==> config.mk <==
export PLATFORM = sky130hd
export DESIGN_NAME = flash_mp_pipe
export DESIGN_NICKNAME = d
export VERILOG_FILES = /design/src/rtl/flash_mp_pipe_pkg.sv /design/src/rtl/flash_mp_region_sel.sv /design/src/rtl/flash_mp_pipe.sv
export SDC_FILE = /design/constraint.sdc
export NUM_CORES = 1
export LEC_CHECK = 0
export ABC_AREA = 1
export ABC_CLOCK_PERIOD_IN_PS = 16750
export CAP_MARGIN = 10
export CELL_PAD_IN_SITES_DETAIL_PLACEMENT = 0
export CELL_PAD_IN_SITES_GLOBAL_PLACEMENT = 2
export CORE_MARGIN = 3
export CORE_UTILIZATION = 25
export CTS_BUF_LIST = sky130_fd_sc_hd__clkbuf_8
export CTS_CLUSTER_DIAMETER = 120
export CTS_CLUSTER_SIZE = 20
export DETAILED_ROUTE_END_ITERATION = 8
export PLACE_DENSITY = 0.88
export SLEW_MARGIN = 10
export SYNTH_ARGS = -nofsm -noshare
export SYNTH_HDL_FRONTEND = slang
export SYNTH_SLANG_ARGS = --single-unit
==> constraint.sdc <==
create_clock -name clk_i -period 16.75 [get_ports clk_i]
set_input_delay 4.1875 -clock clk_i [delete_from_list [all_inputs] [get_ports clk_i]]
set_output_delay 4.1875 -clock clk_i [all_outputs]
set_load 0.005 [all_outputs]
==> src/rtl/flash_mp_pipe_pkg.sv <==
// Shared types and helpers for the flash memory-protection pipeline.
// Region records are unpacked into a fixed-width struct independent of AllPagesW.
package flash_mp_pipe_pkg;

    typedef enum logic [1:0] {
        OpRead      = 2'd0,
        OpProg      = 2'd1,
        OpPageErase = 2'd2,
        OpBankErase = 2'd3
    } flash_op_e;

    typedef enum logic [2:0] {
        StIdle,
        StCheck,
        StIssue,
        StDone,
        StErr
    } mp_state_e;

    localparam int PageWMax = 32;
    localparam int RawW     = 4 + 2 * PageWMax;
    localparam int MpCfgW   = 4 + 2 * 16;

    typedef struct packed {
        logic                en;
        logic                rd;
        logic                prog;
        logic                erase;
        logic [PageWMax-1:0] base;
        logic [PageWMax-1:0] size;
    } mp_region_cfg_t;

    function automatic int mp_cfg_w(input int apw);
        return 4 + 2 * apw;
    endfunction

    // raw holds one right-justified {en, rd, prog, erase, base, size} record
    function automatic mp_region_cfg_t mp_unpack(input logic [RawW-1:0] raw,
                                                 input int apw);
        mp_region_cfg_t c;
        c = '0;
        for (int j = 0; j < PageWMax; j++) begin
            if (j < apw) begin
                c.size[j] = raw[j];
                c.base[j] = raw[apw + j];
            end
        end
        c.erase = raw[2 * apw];
        c.prog  = raw[2 * apw + 1];
        c.rd    = raw[2 * apw + 2];
        c.en    = raw[2 * apw + 3];
        return c;
    endfunction

endpackage

==> src/rtl/flash_mp_region_sel.sv <==
// Combinational region match with lowest-index priority and default fallback.
// o_hit_idx == MpRegions means no region matched.
import flash_mp_pipe_pkg::*;

module flash_mp_region_sel #(
    parameter int  MpRegions = 8,
    parameter int  AllPagesW = 16,
    localparam int CfgW      = mp_cfg_w(AllPagesW),
    localparam int IdxW      = $clog2(MpRegions + 1)
) (
    input  logic [MpRegions*CfgW-1:0] i_region_cfg,
    input  logic [2:0]                i_default_cfg,
    input  logic [AllPagesW-1:0]      i_addr,
    output logic [IdxW-1:0]           o_hit_idx,
    output logic                      o_rd,
    output logic                      o_prog,
    output logic                      o_erase
);

    mp_region_cfg_t      w_rc;
    logic [PageWMax:0]   w_end;
    logic [PageWMax-1:0] w_addr;

    assign w_addr = PageWMax'(i_addr);

    // Walk from the top so the lowest matching index is written last
    always_comb begin
        w_rc      = '0;
        w_end     = '0;
        o_hit_idx = IdxW'(MpRegions);
        {o_rd, o_prog, o_erase} = i_default_cfg;
        for (int i = MpRegions - 1; i >= 0; i--) begin
            w_rc  = mp_unpack(RawW'(i_region_cfg[i*CfgW +: CfgW]), AllPagesW);
            w_end = {1'b0, w_rc.base} + {1'b0, w_rc.size};
            if (w_rc.en && (w_rc.size != '0) &&
                (w_rc.base <= w_addr) && ({1'b0, w_addr} < w_end)) begin
                o_hit_idx = IdxW'(i);
                o_rd      = w_rc.rd;
                o_prog    = w_rc.prog;
                o_erase   = w_rc.erase;
            end
        end
    end

endmodule

==> src/rtl/flash_mp_pipe.sv <==
// Registered memory-protection gate between flash control FSM and PHY port.
// FLASH_MP_PIPE_ERR_LOG_EN adds a saturating error count and first-error log.
import flash_mp_pipe_pkg::*;

module flash_mp_pipe #(
    parameter int  MpRegions = 8,
    parameter int  NumBanks  = 2,
    parameter int  AllPagesW = 16,
    parameter int  ErrCntW   = 8,
    localparam int BankW     = (NumBanks > 1) ? $clog2(NumBanks) : 1,
    localparam int CfgW      = mp_cfg_w(AllPagesW)
) (
    input  logic                      clk_i,
    input  logic                      rst_i,
    input  logic [MpRegions*CfgW-1:0] region_cfg_i,
    input  logic [2:0]                default_cfg_i,
    input  logic [NumBanks-1:0]       bank_erase_en_i,
    input  logic                      req_i,
    output logic                      req_ready_o,
    input  logic [1:0]                req_op_i,
    input  logic [AllPagesW-1:0]      req_addr_i,
    input  logic [BankW-1:0]          req_bk_i,
    input  logic                      addr_ovfl_i,
    output logic                      flash_req_o,
    output logic [1:0]                flash_op_o,
    output logic [AllPagesW-1:0]      flash_addr_o,
    output logic [BankW-1:0]          flash_bk_o,
    input  logic                      flash_done_i,
    output logic                      done_o,
    output logic                      error_o,
    output logic [AllPagesW-1:0]      err_addr_o,
    output logic [BankW-1:0]          err_bank_o,
    output logic [1:0]                err_op_o
`ifdef FLASH_MP_PIPE_ERR_LOG_EN
    ,
    output logic [ErrCntW-1:0]        err_cnt_o,
    input  logic                      err_clr_i
`endif
);

    mp_state_e                    r_state, w_next;
    flash_op_e                    r_op;
    logic [AllPagesW-1:0]         r_addr;
    logic [BankW-1:0]             r_bk;
    logic                         r_ovfl;
    logic                         r_ready, r_freq, r_done, r_err;
    logic [AllPagesW-1:0]         r_err_addr;
    logic [BankW-1:0]             r_err_bank;
    logic [1:0]                   r_err_op;
    logic                         w_rd, w_prog, w_erase;
    logic                         w_bank_ok, w_allow, w_err_ev;
    logic [$clog2(MpRegions+1)-1:0] w_hit_idx;

    flash_mp_region_sel #(
        .MpRegions (MpRegions),
        .AllPagesW (AllPagesW)
    ) u_region_sel (
        .i_region_cfg  (region_cfg_i),
        .i_default_cfg (default_cfg_i),
        .i_addr        (r_addr),
        .o_hit_idx     (w_hit_idx),
        .o_rd          (w_rd),
        .o_prog        (w_prog),
        .o_erase       (w_erase)
    );

    // Out-of-range banks never match a permission bit
    always_comb begin
        w_bank_ok = 1'b0;
        for (int b = 0; b < NumBanks; b++) begin
            if (r_bk == BankW'(b)) w_bank_ok = bank_erase_en_i[b];
        end
    end

    always_comb begin
        w_allow = 1'b0;
        unique case (r_op)
            OpRead:      w_allow = w_rd;
            OpProg:      w_allow = w_prog;
            OpPageErase: w_allow = w_erase;
            OpBankErase: w_allow = w_bank_ok;
            default:     w_allow = 1'b0;
        endcase
    end

    always_comb begin
        w_next = r_state;
        unique case (r_state)
            StIdle:  if (req_i) w_next = StCheck;
            StCheck: w_next = (w_allow && !r_ovfl) ? StIssue : StErr;
            StIssue: if (flash_done_i) w_next = StDone;
            StDone:  w_next = StIdle;
            StErr:   w_next = StIdle;
            default: w_next = StIdle;
        endcase
    end

    assign w_err_ev = (r_state == StCheck) && (w_next == StErr);

    // Handshake outputs come straight from flops keyed on the next state
    always_ff @(posedge clk_i) begin
        if (rst_i) begin
            r_state <= StIdle;
            r_ready <= 1'b1;
            r_freq  <= 1'b0;
            r_done  <= 1'b0;
            r_err   <= 1'b0;
        end else begin
            r_state <= w_next;
            r_ready <= (w_next == StIdle);
            r_freq  <= (w_next == StIssue);
            r_done  <= (w_next == StDone) || (w_next == StErr);
            r_err   <= (w_next == StErr);
        end
    end

    always_ff @(posedge clk_i) begin
        if (rst_i) begin
            r_op   <= OpRead;
            r_addr <= '0;
            r_bk   <= '0;
            r_ovfl <= 1'b0;
        end else if ((r_state == StIdle) && req_i) begin
            r_op   <= flash_op_e'(req_op_i);
            r_addr <= req_addr_i;
            r_bk   <= req_bk_i;
            r_ovfl <= addr_ovfl_i;
        end
    end

`ifdef FLASH_MP_PIPE_ERR_LOG_EN
    logic [ErrCntW-1:0] r_err_cnt;
    logic               r_armed;

    // A clear coinciding with an error keeps that error as the first one
    always_ff @(posedge clk_i) begin
        if (rst_i) begin
            r_err_cnt  <= '0;
            r_armed    <= 1'b1;
            r_err_addr <= '0;
            r_err_bank <= '0;
            r_err_op   <= '0;
        end else if (err_clr_i) begin
            if (w_err_ev || (r_state == StErr)) begin
                r_err_cnt  <= ErrCntW'(1);
                r_armed    <= 1'b0;
                r_err_addr <= r_addr;
                r_err_bank <= r_bk;
                r_err_op   <= r_op;
            end else begin
                r_err_cnt <= '0;
                r_armed   <= 1'b1;
            end
        end else if (w_err_ev) begin
            if (r_err_cnt != '1) r_err_cnt <= r_err_cnt + 1'b1;
            if (r_armed) begin
                r_armed    <= 1'b0;
                r_err_addr <= r_addr;
                r_err_bank <= r_bk;
                r_err_op   <= r_op;
            end
        end
    end

    assign err_cnt_o = r_err_cnt;
`else
    always_ff @(posedge clk_i) begin
        if (rst_i) begin
            r_err_addr <= '0;
            r_err_bank <= '0;
            r_err_op   <= '0;
        end else if (w_err_ev) begin
            r_err_addr <= r_addr;
            r_err_bank <= r_bk;
            r_err_op   <= r_op;
        end
    end
`endif

    assign req_ready_o  = r_ready;
    assign flash_req_o  = r_freq;
    assign done_o       = r_done;
    assign error_o      = r_err;
    assign flash_op_o   = r_op;
    assign flash_addr_o = r_addr;
    assign flash_bk_o   = r_bk;
    assign err_addr_o   = r_err_addr;
    assign err_bank_o   = r_err_bank;
    assign err_op_o     = r_err_op;

endmodule

==> results.md, run 1 <==
- Post-Synth Adder-Cell Area: 36.3%
- RSZ-0062 raised after global routing: no
- Area leader, netlist: ha_1
- Number of gates resized after CTS: 0
- Via count: 14.6k
- Critical path origin: region_cfg_i[93]
- I/O Buffers: 358
- Per-cell routed wire length: 19.8 um
- Tmin final: 9.51 ns
- Simple-gate share of the synthesized area: 22.9%
- Gate Count Post-Synth: 1916
- Post-synth ARST share: 0%
- Worst-skew pair later-pin latency: 0.30 ns
- Number of diodes: 0
- Via-per-instance ratio: 4.90
- CP bufs+invs: 3
- Pwr Density: 58.2 mW/mm^2
- Nets@finish: 2989
- # setup viols final: 0
- I/O Pins: 359
- Largest net degree at the start of global routing: 44
- Synth Warn #: 0
- Post-Syn Area: 0.0134 mm^2
- FILL cells: 5595
- Die Ht: 237 um
- FF-to-FF Start: flash_addr_o[15]$_SDFFE_PP0P_
- List of most frequent post-synthesis cells: 376 x ha_1, 332 x nand2_1, 275 x a21oi_1
- Worst Setup Slack, final: 7.24 ns
- Synthesized area per cell: 6.99 um^2
- Final Cycle Share: 56.8%
- Initial antenna violation count: 1
- WS Path Type: in2reg
- CORE AREA: 0.0528 mm^2
- R2R cell count: 25
- Fin. max-slew vios: 0
- Measured slew at the worst slew-check pin: 1.12 ns
- DP Wirelength: 48.2 mm
- DRT Pass-1 Iters: 5
- Post-layout util: 34.2%
- Row count: 84
- Post-synthesis compound-gate area fraction: 19.8%
- Worst-path clk slew: 0.08 ns
- Synthesis-to-layout area growth: 34.9%
- Cell Count, Final, Fillers Out: 2977
- DIE WIDTH: 237 um
- WP data required: 16.98 ns
- Most common cell in the netlist: ha_1
- EDFF count, synth: 0
- Setup TNS: 0 ns
- Final Hold Viols: 0
- Ys flop type: dfxtp_1
- Fraction of layout cells with a size suffix above 1: 4.15%
- Hold Path Stages: 2
- TritonCTS clock tree: done
- Max clock buf depth: 2
- DRT antenna net count: 0
- All-Layer GR Usage: 20.1%
- CTS Buf Count: 5
- Hold_buf cts: 0
- Post-CTS setup buffers: 0
- Seq/Total Area, Yosys: 6.88%
- Starting Density: 25.4%
- Max-Cap Viols: 0
- Synth top area share: 35.1%
- Slack of the worst reg-to-reg path: 12.06 ns
- DP Cell Count: 2969
- Starting DRC count in detailed routing: 725
- Worst EP arrival: 9.75 ns
- First-pass GRT wire length: 87.2 mm
- Worst setup EP type: flop
- Slowest stage cell, crit path: clkdlybuf4s50_1
- CTS H-tree lvls: 2
- Vias in the first global route: 14.6k
- Setup WS pre-CTS: 6.97 ns
- Post-synth cell types: 57
- Slew headroom: 25.5%
- Crit start category: primary input
- Hold worst-path end: err_addr_o[1]$_SDFFE_PP0P_
- RR Endpoint: err_addr_o[7]$_SDFFE_PP0P_
- Status: finished clean
- DRC: 0
- CP Max Fanout: 39
- Max incr delay on CP: 0.48 ns
- Main combinational cell family by area after synthesis: adder cells
- Clock Skews: 0.00354 ns
- Most used cell, CP: nand2_1
- Delay-heaviest family, CP: simple AND/OR/NAND/NOR gates
- Remaining Overflow, GRT: 0
- #FFs+latches synth: 46
- Top post-synthesis cells by area: ha_1 35%, a21oi_1 10%, nand2_1 9.3%
- Sink Count: 46
- Routed Wire Length: 59.0 mm
- HP Class: reg2reg
- VDD IR max: 0.0354 mV
- Final hold slack: 0.498 ns
- XOR/XNOR Fraction of Synth Area: 7.32%
- F_max: 0.105 GHz
- Full die area: 0.0564 mm^2
- Hold path startpoint: err_addr_o[1]$_SDFFE_PP0P_
- CTS root buf: clkbuf_8
- Pleak: 8.48 nW
- Post-synthesis mux area share: 0%
- RePlAce Congestion: 0.886
- Net Count, Synth: 2617
## power by group
| group | internal [mW] | total, mW | switching [mW] |
|---|---|---|---|
| clock network | 0.0636 | 0.101 | 0.0376 |
| registers | 0.125 | 0.136 | 0.0110 |
| logic | 0.336 | 0.815 | 0.478 |
| total | 0.525 | 1.05 | 0.527 |
## how the worst max path moves through the flow
stage | end | slack (ns) | cells past startpoint
6_report | err_addr_o[7]$_SDFFE_PP0P_ | 7.24 | 35
5_1_grt | err_op_o[1]$_SDFFE_PP0P_ | 6.69 | 35
4_1_cts | err_addr_o[7]$_SDFFE_PP0P_ | 7.26 | 35
3_5_place_dp | done_o$_SDFF_PP0_ | 6.97 | 34
3_3_place_gp | done_o$_SDFF_PP0_ | 7.03 | 34
2_1_floorplan | err_addr_o[10]$_SDFFE_PP0P_ | 8.55 | 35
## cell type report
| type | instances | area, um^2 | area share, % |
|---|---|---|---|
| clock buffer | 6 | 82.6 | 0.457 |
| tap | 688 | 861 | 4.77 |
| multi-input combinational | 1639 | 11600 | 64.1 |
| inverter | 215 | 807 | 4.47 |
| sequential | 46 | 921 | 5.10 |
| timing repair buffer | 381 | 3760 | 20.8 |
| clock inverter | 2 | 60.1 | 0.332 |
## kinds of logic (layout without fill, tap and decap cells)
group | count (synthesis) | count (layout)
AO/OA/AOI/OAI | 469 | 469
adder cells (fa/ha/maj) | 384 | 384
XOR/XNOR | 112 | 112
AND/OR/NAND/NOR | 674 | 674
buffers and inverters | 231 | 604
flip-flops | 46 | 46
## metrics by stage
| stage | cell area (um^2) | total power [mW] |
|---|---|---|
| floorplan | 13400 | 0.636 |
| global placement | 17900 | 0.941 |
| detailed placement | 17900 | 0.958 |
| CTS | 18100 | 1.06 |
| global route | 18100 | 1.17 |
| finish | 18100 | 1.05 |
## flip-flops by register name (all words and copies together), names as in the netlist
signal        count
done_o            1
flash_req_o       1
err_bank_o        1
r_state           3
flash_bk_o        1
r_ovfl            1
err_op_o          2
err_addr_o       16
flash_op_o        2
req_ready_o       1
flash_addr_o     16
error_o           1
## layout by cell type, fill, tap and decap left out, drive strengths merged, types with 3 or more instances in the layout
cell type,Yosys,layout
a211oi,8,8
o2111ai,3,3
o21bai,25,25
a21o,8,8
a31oi,9,9
or2,4,4
o311ai,3,3
nand3b,8,8
nand3,88,88
xor2,80,80
inv,214,214
buf,6,23
nand4,42,42
o21ai,96,96
nand2,340,340
nor3,40,40
xnor2,32,32
nor4,35,35
o21a,8,8
ha,376,376
o211ai,9,9
a21boi,3,3
fa,8,8
dfxtp,46,46
o221ai,4,4
nor2,116,116
a21oi,289,289
clkbuf,10,6
clkdlybuf4s50,0,358
## worst register-to-register path, cell delays in order (launching register included)
cell,delay (ns)
dfxtp_1,0.41
buf_4,0.29
inv_1,0.52
ha_1,0.52
nand2_1,0.07
inv_1,0.05
nand3_1,0.13
nor3_1,0.26
nand3_1,0.10
a21oi_1,0.46
nand2_1,0.18
nand2_1,0.10
nand2_1,0.07
nand2_1,0.06
nand2_1,0.07
nand2_1,0.06
nand3_1,0.10
nand3_1,0.08
nand3_1,0.09
nand2_1,0.09
nand2_1,0.06
nand2_2,0.08
nand3_4,0.37
nand3_1,0.22
nand2_1,0.07
nor2_1,0.13
## metal layers
layer / vias up / wire [um] / GRT usage [%]
met1: 6702 / 27200 / 26.3
li1: 7499 / - / -
met4: 0 / 941 / 3.21
met5: - / 0 / 0
met2: 346 / 28700 / 36.7
met3: 40 / 2120 / 1.58
Note: power is estimated with default switching activity, not from simulation.
==> run 2: changes to the inputs <==
--- a/config.mk
+++ b/config.mk
@@ -6,7 +6,7 @@
 export NUM_CORES = 1
 export LEC_CHECK = 0
 export ABC_AREA = 1
-export ABC_CLOCK_PERIOD_IN_PS = 16750
+export ABC_CLOCK_PERIOD_IN_PS = 8900
 export CAP_MARGIN = 10
 export CELL_PAD_IN_SITES_DETAIL_PLACEMENT = 0
 export CELL_PAD_IN_SITES_GLOBAL_PLACEMENT = 2
==> constraint.sdc (replaced) <==
create_clock -name clk_i -period 8.9 [get_ports clk_i]
set_input_delay 2.225 -clock clk_i [delete_from_list [all_inputs] [get_ports clk_i]]
set_output_delay 2.225 -clock clk_i [all_outputs]
set_load 0.005 [all_outputs]
==> run 2 against run 1 <==
Global-route usage is essentially flat. Critical path depth grew 2. Sequential share of layout area is essentially flat. Non-clock buffer count grew 4. Final cell count grew 0.30%. Critical path type unchanged. Largest cell class unchanged. Largest power group unchanged. Highest routed layer is now met5.
==> results.md, run 2 (synthesized netlist as in run 1, its figures left out) <==
- I/O Buffers: 358
- VDD IR max: 0.0708 mV
- Max clock buf depth: 2
- CTS root buf: clkbuf_8
- CTS H-tree lvls: 2
- Tot Pwr: 1.92 mW
- Post-CTS setup buffers: 0
- Final Hold Viols: 0
- Hold Path Stages: 2
- Combinational power share: 79.2%
- Slack of the worst reg-to-reg path: 3.78 ns
- Internal power: 0.932 mW
- Sink Count: 46
- Pwr Density: 106 mW/mm^2
- Commonest non-fill, non-tap cells in the layout: 376 x ha_1, 358 x clkdlybuf4s50_1, 332 x nand2_1
- Worst-skew pair later-pin latency: 0.29 ns
- # setup viols final: 0
- Hold_buf cts: 0
- Pleak: 8.47 nW
- CTS Buf Count: 5
- Worst setup EP type: flop
- I/O Pins: 359
- CP bufs+invs: 3
- Vias in the first global route: 14.3k
- All-Layer GR Usage: 20.1%
- Psw: 0.989 mW
- First-pass GRT wire length: 86.5 mm
- Initial antenna violation count: 8
- FF-to-FF Start: flash_addr_o[7]$_SDFFE_PP0P_
- WP data required: 9.08 ns
- RePlAce Congestion: 0.911
- Seq. cell area: 921 um^2
- HP Class: reg2reg
- F_max: 0.135 GHz
- TritonCTS clock tree: done
- Clock power share: 6.7%
- Delay-heaviest family, CP: simple AND/OR/NAND/NOR gates
- Slowest stage cell, crit path: clkdlybuf4s50_1
- Hold worst-path end: err_addr_o[6]$_SDFFE_PP0P_
- Worst EP arrival: 7.59 ns
- R2R cell count: 24
- Slew headroom: 23.8%
- CORE AREA: 0.0528 mm^2
- Per-cell routed wire length: 19.7 um
- Remaining Overflow, GRT: 0
- Setup TNS: 0 ns
- Routed Wire Length: 58.9 mm
- Most used cell, CP: nand2_1
- Area of the multi-input gates: 0.0116 mm^2
- Reg power frac: 14.1%
- Final hold slack: 0.500 ns
- Row count: 84
- RSZ-0062 raised after global routing: no
- Full die area: 0.0564 mm^2
- Nets@finish: 2993
- Hold path startpoint: err_addr_o[6]$_SDFFE_PP0P_
- FILL cells: 5585
- CP Max Fanout: 39
- DP Wirelength: 48.4 mm
- Final Cycle Share: 83.3%
- WS Path Type: in2reg
- Number of gates resized after CTS: 0
- Switching portion of total power: 51.5%
- Worst-path clk slew: 0.08 ns
- Via-per-instance ratio: 4.90
- RR Endpoint: done_o$_SDFF_PP0_
- Fraction of layout cells with a size suffix above 1: 4.27%
- DRT Pass-1 Iters: 6
- Max incr delay on CP: 0.46 ns
- Synthesis-to-layout area growth: 34.8%
- DIE WIDTH: 237 um
- Measured slew at the worst slew-check pin: 1.14 ns
- Commonest non-fill, non-tap cell in the layout: ha_1
- Via count: 14.6k
- Fin. max-slew vios: 0
- DRC: 0
- Die Ht: 237 um
- Starting DRC count in detailed routing: 847
- Largest net degree at the start of global routing: 44
- DRT antenna net count: 0
- Levels on crit path: 37
- Status: finished clean
- Crit start category: primary input
- Max-Cap Viols: 0
- Starting Density: 25.4%
- Tmin final: 7.41 ns
- Clock Skews: 0.00658 ns
==> run 2: cell count changes in the layout (fill, tap and decap cells not counted), sizes merged <==
cell	previous run	this run
diode	0	5
clkinv	1	2
inv	214	215
bufinv	2	0
buf	23	27
==> run 2: power by group through the flow <==
stage | clock, mW | combinational (mW) | sequential (mW)
floorplan | 0 | 0.919 | 0.277
global placement | 0 | 1.49 | 0.277
detailed placement | 0 | 1.53 | 0.277
CTS | 0.132 | 1.53 | 0.273
global route | 0.139 | 1.72 | 0.275
finish | 0.128 | 1.52 | 0.271
==> run 2: how the worst max path moves through the flow <==
stage                      start  slack, ns                           to
5_1_grt         region_cfg_i[94]       0.90   err_addr_o[4]$_SDFFE_PP0P_
4_1_cts        region_cfg_i[198]       1.48            done_o$_SDFF_PP0_
6_report       region_cfg_i[198]       1.49            done_o$_SDFF_PP0_
3_3_place_gp   region_cfg_i[198]       1.19            done_o$_SDFF_PP0_
2_1_floorplan  region_cfg_i[110]       2.66  err_addr_o[10]$_SDFFE_PP0P_
3_5_place_dp   region_cfg_i[198]       1.17            done_o$_SDFF_PP0_
==> run 2: routing by layer <==
layer  vias up  wire length, um  GRT usage (%)
met5         -               27              0
met4         4             1280           3.95
li1       7518                -              -
met3        63             2880           2.37
met2       398            27700           35.1
met1      6637            27000           26.9
==> run 2: final cells by class <==
| cell class | instances | area share [%] |
|---|---|---|
| inverters | 215 | 4.47 |
| flip-flops and latches | 46 | 5.10 |
| clock buffers | 6 | 0.457 |
| diodes | 5 | 0.0693 |
| clock inverters | 2 | 0.0485 |
| multi-input cells | 1639 | 64.1 |
| repair buffers | 385 | 21.0 |
| well taps | 688 | 4.77 |
==> run 2: per-stage QoR <==
| step | cells | area, um^2 | util [%] | worst slack (ns) |
|---|---|---|---|---|
| after detailed placement | 2973 | 18000 | 34.0 | 1.17 |
| after floorplan | 1916 | 13400 | - | 2.66 |
| after global routing | 2982 | 18000 | 34.2 | 0.901 |
| after global placement | 2973 | 18000 | 34.0 | 1.19 |
| after CTS | 2981 | 18000 | 34.2 | 1.48 |
| final | 2986 | 18100 | 34.2 | 1.49 |
==> run 2: worst reg2reg max path, stage by stage (launching register included) <==
cell and delay [ns]:
dfxtp_1 0.97, inv_1 0.80, ha_1 0.56, nand2_1 0.10, nor2_1 0.06, nand2_1 0.06
o211ai_1 0.08, nand2_1 0.06, nand2_1 0.05, a21oi_1 0.48, nand2_1 0.18, nand2_1 0.10
nand2_1 0.07, nand2_1 0.08, nand2_1 0.07, nand2_1 0.06, nand3_1 0.08, nand3_1 0.08
nand3_1 0.09, nand2_1 0.09, nand2_1 0.06, nand2_2 0.08, nand3_4 0.37, nand2_1 0.26
a21oi_1 0.09
